==> src/rtl/wb_pkg.sv <==
// Shared types for the write-back arbiter.
//   REG_ADDR_W / NUM_REGS : register-file addressing
//   DATA_W                : register-file data width
//   wb_sel_e              : which source owns the write port this cycle
//   wb_req_t              : one pending register write {rd, data}
package wb_pkg;
  localparam int REG_ADDR_W = 5;
  localparam int NUM_REGS   = 32;
  localparam int DATA_W     = 32;

  typedef enum logic [1:0] {
    WB_NONE,
    WB_MEM,
    WB_BUF,
    WB_ALU
  } wb_sel_e;

  typedef struct packed {
    logic [REG_ADDR_W-1:0] rd;
    logic [DATA_W-1:0]     data;
  } wb_req_t;
endpackage

==> src/rtl/wb_fifo.sv <==
// Circular buffer of pending ALU write-backs.
//   clk, rst   : clock, asynchronous active-high reset
//   push       : write push_data at the tail
//   pop        : drop the head entry
//   head       : current head entry (valid when !empty)
//   count      : number of stored entries (0..DEPTH)
//   full/empty : count==DEPTH / count==0
// Push and pop in the same cycle leave count unchanged. The caller never
// pushes when full, and never pops when empty.
module wb_fifo
  import wb_pkg::*;
#(
  parameter  int DEPTH = 2,
  localparam int CNT_W = $clog2(DEPTH + 1),
  localparam int PTR_W = (DEPTH > 1) ? $clog2(DEPTH) : 1
) (
  input  logic             clk,
  input  logic             rst,
  input  logic             push,
  input  wb_req_t          push_data,
  input  logic             pop,
  output wb_req_t          head,
  output logic [CNT_W-1:0] count,
  output logic             full,
  output logic             empty
);

  wb_req_t          mem_q [DEPTH];
  logic [PTR_W-1:0] wr_ptr_q, wr_ptr_d;
  logic [PTR_W-1:0] rd_ptr_q, rd_ptr_d;
  logic [CNT_W-1:0] count_q, count_d;

  // Pointers wrap explicitly so DEPTH need not be a power of two.
  function automatic logic [PTR_W-1:0] ptr_inc(input logic [PTR_W-1:0] p);
    return (p == PTR_W'(DEPTH - 1)) ? '0 : p + 1'b1;
  endfunction

  always_comb begin
    wr_ptr_d = wr_ptr_q;
    rd_ptr_d = rd_ptr_q;
    count_d  = count_q;
    if (push) wr_ptr_d = ptr_inc(wr_ptr_q);
    if (pop)  rd_ptr_d = ptr_inc(rd_ptr_q);
    case ({push, pop})
      2'b10:   count_d = count_q + 1'b1;
      2'b01:   count_d = count_q - 1'b1;
      default: count_d = count_q;
    endcase
  end

  always_ff @(posedge clk or posedge rst) begin
    if (rst) begin
      wr_ptr_q <= '0;
      rd_ptr_q <= '0;
      count_q  <= '0;
    end else begin
      wr_ptr_q <= wr_ptr_d;
      rd_ptr_q <= rd_ptr_d;
      count_q  <= count_d;
    end
  end

  // Storage carries no reset; stale contents are unreachable once count is 0.
  always_ff @(posedge clk) begin
    if (push) mem_q[wr_ptr_q] <= push_data;
  end

  assign head  = mem_q[rd_ptr_q];
  assign count = count_q;
  assign full  = (count_q == CNT_W'(DEPTH));
  assign empty = (count_q == '0);

endmodule

==> src/rtl/wb_write_arbiter.sv <==
// Write-back arbiter driving the register file's single write port.
//   clk, rst                  : clock, asynchronous active-high reset
//   alu_valid/alu_rd/alu_data : in-order ALU write-back request
//   mem_issue/mem_issue_rd    : load issued, mark destination pending
//   mem_valid/mem_rd/mem_data : load response (never stalled)
//   stall                     : ALU buffer full, producer must hold
//   regWrite/RD/writeData     : registered write port (1-cycle latency)
//   busy_mask                 : outstanding-load scoreboard
//   err                       : sticky, response for a non-pending register
// Priority: load response > buffered ALU result > fresh ALU result.
module wb_write_arbiter
  import wb_pkg::*;
#(
  parameter int n     = DATA_W,
  parameter int DEPTH = 2
) (
  input  logic                  clk,
  input  logic                  rst,
  input  logic                  alu_valid,
  input  logic [REG_ADDR_W-1:0] alu_rd,
  input  logic [n-1:0]          alu_data,
  input  logic                  mem_issue,
  input  logic [REG_ADDR_W-1:0] mem_issue_rd,
  input  logic                  mem_valid,
  input  logic [REG_ADDR_W-1:0] mem_rd,
  input  logic [n-1:0]          mem_data,
  output logic                  stall,
  output logic                  regWrite,
  output logic [REG_ADDR_W-1:0] RD,
  output logic [n-1:0]          writeData,
  output logic [NUM_REGS-1:0]   busy_mask,
  output logic                  err
);

  localparam int CNT_W = $clog2(DEPTH + 1);

  wb_sel_e          sel;
  wb_req_t          alu_req, buf_head;
  logic             buf_push, buf_pop, buf_full, buf_empty;
  logic [CNT_W-1:0] buf_count;
  logic             alu_acc, mem_win;

  logic                  regwrite_q, regwrite_d;
  logic [REG_ADDR_W-1:0] rd_q, rd_d;
  logic [n-1:0]          data_q, data_d;
  logic [NUM_REGS-1:0]   busy_q, busy_d;
  logic                  err_q, err_d;

  assign alu_req = '{rd: alu_rd, data: alu_data};

  wb_fifo #(.DEPTH(DEPTH)) u_fifo (
    .clk       (clk),
    .rst       (rst),
    .push      (buf_push),
    .push_data (alu_req),
    .pop       (buf_pop),
    .head      (buf_head),
    .count     (buf_count),
    .full      (buf_full),
    .empty     (buf_empty)
  );

  // Registered-state-only stall: acceptance can never overflow the buffer.
  assign stall   = (buf_count == CNT_W'(DEPTH));
  // rd==0 requests are accepted but produce no write.
  assign alu_acc = alu_valid && !buf_full && (alu_rd != '0);
  assign mem_win = mem_valid && (mem_rd != '0);

  always_comb begin
    sel        = WB_NONE;
    buf_push   = 1'b0;
    buf_pop    = 1'b0;
    regwrite_d = 1'b0;
    rd_d       = rd_q;
    data_d     = data_q;

    if (mem_win)         sel = WB_MEM;
    else if (!buf_empty) sel = WB_BUF;
    else if (alu_acc)    sel = WB_ALU;

    // A fresh ALU result that does not go straight out joins the tail,
    // keeping ALU results in acceptance order.
    buf_push = alu_acc && (sel != WB_ALU);
    buf_pop  = (sel == WB_BUF);

    case (sel)
      WB_MEM: begin
        regwrite_d = 1'b1;
        rd_d       = mem_rd;
        data_d     = mem_data;
      end
      WB_BUF: begin
        regwrite_d = 1'b1;
        rd_d       = buf_head.rd;
        data_d     = buf_head.data;
      end
      WB_ALU: begin
        regwrite_d = 1'b1;
        rd_d       = alu_rd;
        data_d     = alu_data;
      end
      default: ;
    endcase
  end

  // Scoreboard: clear on response, then set on issue so a same-cycle
  // re-issue of the same register stays pending.
  always_comb begin
    busy_d = busy_q;
    if (mem_win)                        busy_d[mem_rd]       = 1'b0;
    if (mem_issue && mem_issue_rd != '0) busy_d[mem_issue_rd] = 1'b1;
    busy_d[0] = 1'b0;
    err_d = err_q | (mem_win && !busy_q[mem_rd]);
  end

  always_ff @(posedge clk or posedge rst) begin
    if (rst) begin
      regwrite_q <= 1'b0;
      rd_q       <= '0;
      data_q     <= '0;
      busy_q     <= '0;
      err_q      <= 1'b0;
    end else begin
      regwrite_q <= regwrite_d;
      rd_q       <= rd_d;
      data_q     <= data_d;
      busy_q     <= busy_d;
      err_q      <= err_d;
    end
  end

  assign regWrite  = regwrite_q;
  assign RD        = rd_q;
  assign writeData = data_q;
  assign busy_mask = busy_q;
  assign err       = err_q;

endmodule

==> config.mk <==
export PLATFORM = sky130hd
export DESIGN_NAME = wb_write_arbiter
export DESIGN_NICKNAME = d
export VERILOG_FILES = /design/src/rtl/wb_pkg.sv /design/src/rtl/wb_fifo.sv /design/src/rtl/wb_write_arbiter.sv
export SDC_FILE = /design/constraint.sdc
export NUM_CORES = 1
export LEC_CHECK = 0
export ABC_AREA = 1
export BUFFER_PORTS_ARGS = -buffer_cell sky130_fd_sc_hd__buf_4
export CAP_MARGIN = 10
export CORE_MARGIN = 2
export CORE_UTILIZATION = 25
export DETAILED_ROUTE_END_ITERATION = 7
export GPL_TIMING_DRIVEN = 0
export PLACE_DENSITY = 0.55
export SYNTH_ARGS = -nofsm -noshare
export SYNTH_HDL_FRONTEND = slang
export SYNTH_SLANG_ARGS = --single-unit
==> constraint.sdc <==
create_clock -name clk -period 4.1 [get_ports clk]
set_clock_uncertainty 0.15 [all_clocks]
set_input_delay 0.615 -clock clk [delete_from_list [all_inputs] [get_ports clk]]
set_output_delay 0.615 -clock clk [all_outputs]
set_load 0.01 [all_outputs]
# --- Word level (Yosys, flattened, before mapping) ---
# Memories as Yosys holds them, arrays and structs flattened.
# Cells that the tools add are included.
classes:
  reduce_logical: 17
  add_sub_neg: 4
  muxes: 19
  magnitude_cmp: 4
  eq_ne: 7
  bitwise: 4
ops:
  columns: ["op", "count"]
  rows:
  - ["one-hot mux 32 bit (3 select lines)", 1]
  - ["two-way mux 32 bit", 2]
  - ["bitwise AND 32 bit", 1]
  - ["inverter 32 bit", 1]
  - ["bitwise OR 32 bit", 1]
  - ["one-hot mux 5 bit (3 select lines)", 1]
  - ["nonzero test 5 bit", 3]
  - ["less-than comparator 5 x 6 -> 1 bit (second input constant)", 2]
  - ["demux 1 bit (select 5 bit)", 2]
  - [">= comparator 5 x 1 -> 1 bit (second input constant)", 2]
  - ["== test 2 bit (second input constant)", 4]
  - ["logical AND 1 bit", 8]
  - ["two-way mux 1 bit", 8]
  - ["two-way mux 2 bit", 3]
  - ["binary-select mux 1 bit (select 5 bit)", 1]
  - ["== test 2 x 1 -> 1 bit (second input constant)", 2]
  - ["one-hot mux 2 bit (2 select lines)", 1]
  - ["nonzero test 3 bit", 1]
  - ["OR reduction 3 bit", 1]
  - ["adder 1 bit (second input constant)", 2]
  - ["adder 2 x 1 -> 2 bit (second input constant)", 1]
  - ["zero test 1 bit", 2]
  - ["zero test 2 bit", 1]
  - ["inequality test 2 bit (second input constant)", 1]
  - ["3 further kinds", 3]
word_totals:
  in_bits: 84
  n_memories: 1
  out_inout_bits: 72
  elab_cells: 64
  ff_bits: 74
  ram_bits: 74
memory_table:
  columns: ["memory", "depth", "width", "rd", "rd_ports_with_merged_regs", "wr", "line_no", "text"]
  rows:
  - ["u_fifo.mem_q", 2, 37, 1, 0, 1, "wb_fifo.sv:28", "wb_req_t mem_q [DEPTH];"]

# --- Depth between registers and ports, before layout ---
logic_depth:
  word_depth: 11
  depth_mapped: 11
  depth_no_buf: 10

# --- By module ---
# Synthesis repeated with hierarchy kept, for this count alone.
unflattened:
  cells_unflattened: 821
  area_unflattened_um2: 7085.5
modules_own_cells:
  columns: ["mod", "instances", "seq_area_each_um2", "area_each_um2", "cells_per_inst"]
  rows:
  - ["wb_write_arbiter", 1, 1751.7, 4122.7, 603]
  - ["wb_fifo", 1, 2322.2, 2962.8, 218]

# --- Worst setup path before layout ---
# No wires, ideal clock.
synth_path:
  kind: "input-to-reg"
  from: "input mem_rd[1]"
  to: "memory u_fifo.mem_q[1][0] (netlist name), enable pin"
  path_slack_ns: 0.831
  path_buffers: 1
  arrival_time_ns: 2.686
  setup_time_ns: 0.433
  path_stages: 7
  required_ns: 3.517
  path_cell_list: "buf_6 nor2_4 nand3_2 nand2_4 nand2_4 nand2_1 nor2_1"
synth_via:
  elab_chain_cells: 7
synth_rtl:
  columns: ["item", "line_no", "text"]
  rows:
  - ["start, declared", "wb_write_arbiter.sv:25", "input logic [REG_ADDR_W-1:0] mem_rd,"]
  - ["nonzero test 5 bit", "wb_write_arbiter.sv:67", "assign mem_win = mem_valid && (mem_rd != '0);"]
  - ["logical AND 1 bit", "wb_write_arbiter.sv:67", null]
  - ["two-way mux 2 bit", "wb_write_arbiter.sv:77", "if (mem_win) sel = WB_MEM;"]
  - ["inequality test 2 bit", "wb_write_arbiter.sv:83", "buf_push = alu_acc && (sel != WB_ALU);"]
  - ["logical AND 1 bit", "wb_write_arbiter.sv:83", null]
  - ["two-way mux 1 bit", "wb_fifo.sv:65", "if (push) mem_q[wr_ptr_q] <= push_data;"]
  - ["two-way mux 1 bit (implied by the code)", "wb_fifo.sv:65", null]
  - ["end, declared", "wb_fifo.sv:28", null]
# No other way between the ends.

# --- Final worst setup path ---
layout_path:
  from: "register u_fifo.count_q[0] (netlist: u_fifo.count[0])"
  to: "memory u_fifo.mem_q[1][5] (netlist name), enable pin"
layout_via:
  elab_chain_cells: 11
  elab_cells_between_ends: 12
  cone_classes: "2 x eq/ne; 5 x mux; 5 x reduce/logical"
layout_rtl:
  columns: ["item", "line_no", "text"]
  rows:
  - ["start, declared", "wb_fifo.sv:31", "logic [CNT_W-1:0] count_q, count_d;"]
  - ["start signal, assigned", "wb_fifo.sv:59", "count_q <= count_d;"]
  - ["== test 2 bit", "wb_fifo.sv:70", "assign full = (count_q == CNT_W'(DEPTH));"]
  - ["zero test 1 bit", "wb_write_arbiter.sv:66", "assign alu_acc = alu_valid && !buf_full && (alu_rd != '0);"]
  - ["logical AND 1 bit (2 in series)", "wb_write_arbiter.sv:66", null]
  - ["two-way mux 2 bit", "wb_write_arbiter.sv:79", "else if (alu_acc) sel = WB_ALU;"]
  - ["two-way mux 2 bit", "wb_write_arbiter.sv:78", "else if (!buf_empty) sel = WB_BUF;"]
  - ["two-way mux 2 bit", "wb_write_arbiter.sv:77", null]
  - ["inequality test 2 bit", "wb_write_arbiter.sv:83", null]
  - ["logical AND 1 bit *", "wb_write_arbiter.sv:83", null]
  - ["two-way mux 1 bit *", "wb_fifo.sv:65", null]
  - ["two-way mux 1 bit (implied by the code) *", "wb_fifo.sv:65", null]
# Mark *: on every way between the ends. The rest lies on a longest branch, timed or not.

==> impl_metrics.json <==
{
  "outcome": "complete, no violations",
  "core-area_sq_um": 27000,
  "hold_viol": 0,
  "powerDensity_nw_per_um2": 643,
  "worst_slew_pin_slew_ps": 623,
  "p_total_mw": 5.89,
  "r2r-end": "u_fifo.mem_q[1][5]",
  "reg2reg_from": "u_fifo.count[0]",
  "globalRouteMet2Util_pct": 24.1,
  "r2r_cells": 7,
  "hp-class": "input port to register",
  "grt_antenna_before_repair": 2,
  "synthSimpleGateAreaFrac_pct": 27.7,
  "root_buffer": "clkbuf_16",
  "place_ws_ps": 1500,
  "ir_drop_mv": 0.282,
  "slowest_delay_ps": 500,
  "p_switching_mw": 2.13,
  "yosys_warnings": 0,
  "layout-drive-gt1-share_pct": 24.8,
  "met1_usage_pct": 20.3,
  "path_buf_inv": 2,
  "crit_required_ps": 4070,
  "dp_cells": 1272,
  "yosys.area.top_type": "edfxtp_1",
  "crit_family": "simple AND/OR/NAND/NOR gates",
  "gp_congestion": 0.852,
  "rows": 60,
  "p_leak_nw": 4.18,
  "boundaryPins": 156,
  "numCtsBuffers": 17,
  "yosys-top-cells-area": "edfxtp_1 (32%), dfrtp_1 (27%), nand2_1 (13%), nor2_1 (6.4%), o21ai_0 (5.7%)",
  "finish.net_count": 1036,
  "first_global_vias": 5772,
  "syn-cell-area_sq_um": 6920,
  "fin_crit_sh_pct": 56.2,
  "die_x_um": 170,
  "multi_input_area_sq_um": 2520,
  "drt_iter0_drc": 417,
  "dp_hpwl_um": 15500,
  "fillers": 2821,
  "synthesis.nets": 860,
  "p_int_mw": 3.76,
  "power_frac_seq_pct": 38.6,
  "clk_latency_ps": 430,
  "min_to": "u_fifo.mem_q[1][26]",
  "grt_pass1_wl_um": 33300,
  "reg2reg_slack_ps": 1800,
  "place.port_buffers": 153,
  "cts.path.max_buffers": 2,
  "clk_pin_slew_ps": 60,
  "antenna_left": 0,
  "synth-seq-cells": 148,
  "fin_crit_ps": 2300,
  "crit_chain": "nor2_4, nor2_4, nand2_4, inv_1, nand2_1, nor2_4, buf_12",
  "final.setup.worst_slack_ps": 1800,
  "synth_xor_area_share_pct": 0.380,
  "drcViolationCount": 0,
  "area_growth_pct": 32.5,
  "hold_path_depth": 1,
  "p_sw_share_pct": 36.1,
  "synth_top_area_share_pct": 32.1,
  "critPathKind": "register to register",
  "grt_max_degree": 60,
  "wire_per_inst_um": 16.8,
  "cpMostUsedCell": "nor2_4",
  "clkPwrFrac_pct": 26.3,
  "grt_overflow": 0,
  "crit_cells": 7,
  "finalMaxSlewViolations": 0,
  "final_cell_mix": "nand2_1 (239), buf_4 (157), nor2_1 (115), o21ai_0 (79)",
  "firstDrtPassIters": 5,
  "finalSetupViolations": 0,
  "yosysSeqAreaShare_pct": 58.9,
  "holdWs_ps": 232,
  "vias": 5883,
  "final_common_cell": "nand2_1",
  "netlist_instances": 775,
  "relSlewSlack_pct": 58.4,
  "crit_fanout": 25,
  "rsz0062_at_grt": "false",
  "comb_power_share_pct": 35.1,
  "fin_cells": 1306,
  "synth-compound-area-share_pct": 7.53,
  "die_h_um": 170,
  "drt-total-wl_um": 22000,
  "cts_htree_levels": 4,
  "setup_tns_ps": 0,
  "setup.worst_path.end_class": "register",
  "yosys.cell_types.count": 33,
  "via_per_inst": 4.50,
  "yosys.area_share.adder_pct": 0.181,
  "max_clock_freq_mhz": 434,
  "use_met3_pct": 4.44,
  "arrival_ps": 2280,
  "synth.area.mux_share_pct": 0.289,
  "seqCellArea_sq_um": 4070,
  "grt.total_usage_pct": 15.5,
  "cts_num_sinks": 148,
  "top_usage_layer": "met2",
  "cp_slowest_cell": "dfrtp_1",
  "cts_tree": "done",
  "synth_top_family_by_area": "simple AND/OR/NAND/NOR gates",
  "cap_violations": 0,
  "synth.avg_cell_area_sq_um": 8.92,
  "start_util_pct": 25.6,
  "startpoint_type": "register",
  "die_area_sq_um": 29000,
  "worstHoldStart": "alu_data[26]"
}
==> worst reg2reg max path, cell delays in order (launching register included) <==
cell	delay, ps
dfrtp_1	500
nor2_4	90
nor2_4	120
nand2_4	130
inv_1	100
nand2_1	160
nor2_4	460
buf_12	270
==> metal layers <==
metal | vias to the layer above | routed length (um)
li1 | 2910 | -
met4 | 2 | 518
met1 | 2746 | 9730
met3 | 32 | 1600
met5 | - | 13
met2 | 193 | 10100
==> flip-flops by register name, summed over array words and instances (netlist names) <==
signal,cells
err,1
regWrite,1
writeData,32
u_fifo.mem_q,74
u_fifo.wr_ptr_q,1
u_fifo.count,2
busy_mask,31
u_fifo.rd_ptr_q,1
RD,5
==> Yosys cell counts, drive strengths merged <==
| cell | count |
|---|---|
| inv | 39 |
| ha | 1 |
| nand4 | 5 |
| o21ai | 80 |
| nand2 | 246 |
| conb | 1 |
| nor3 | 8 |
| buf | 24 |
| mux2i | 2 |
| nand3 | 62 |
| a21boi | 12 |
| dfrtp | 74 |
| xnor2 | 1 |
| clkinv | 1 |
| clkbuf | 5 |
| a21oi | 6 |
| nor2 | 132 |
| xor2 | 2 |
| edfxtp | 74 |
==> power by group through the flow <==
stage	logic, mW	registers, mW	clock network [mW]
floorplan	1.03	2.38	0
global placement	2.03	2.31	0
detailed placement	2.10	2.30	0
CTS	2.11	2.27	1.58
global route	2.32	2.32	1.65
finish	2.07	2.27	1.55
==> stage by stage <==
step,utilization (%),area (sq um)
floorplan,-,6920
global placement,31.4,8490
detailed placement,31.7,8580
CTS,33.9,9160
global route,33.9,9160
finish,33.9,9170
==> kinds of logic after synthesis <==
group,after synthesis
xor gates and xnor gates,3
adders and majority gates,1
other,1
AOI/OAI and AO/OA,98
DFF,148
buffers and inverters,69
and+or+nand+nor,453
muxes,2
==> cell type report <==
type                            instances  area share, %
Antenna cell                            1         0.0273
Buffer                                 29           2.07
Clock buffer                           21           4.91
Clock inverter                         11           1.39
Inverter                               40           1.67
Multi-Input combinational cell        558           27.5
Sequential cell                       148           44.4
Tap cell                              341           4.65
Timing Repair Buffer                  157           13.4
==> how the worst max path moves through the flow <==
stage / startpoint / endpoint / slack, ps
floorplan: mem_rd[1] / u_fifo.mem_q[1][0] / 830
global placement: mem_rd[2] / u_fifo.mem_q[1][13] / -660
detailed placement: mem_rd[2] / u_fifo.count[1] / 1500
CTS: u_fifo.count[0] / u_fifo.mem_q[1][3] / 1780
global route: u_fifo.count[0] / u_fifo.mem_q[1][5] / 1670
finish: u_fifo.count[0] / u_fifo.mem_q[1][5] / 1800
==> repair_timing <==
item	in CTS	in global routing
hold buffers	1	0
hold endpoints to repair	15	0
resized for setup	0	0
buffers inserted	0	0
No activity file was read; power rests on OpenSTA's default activity.
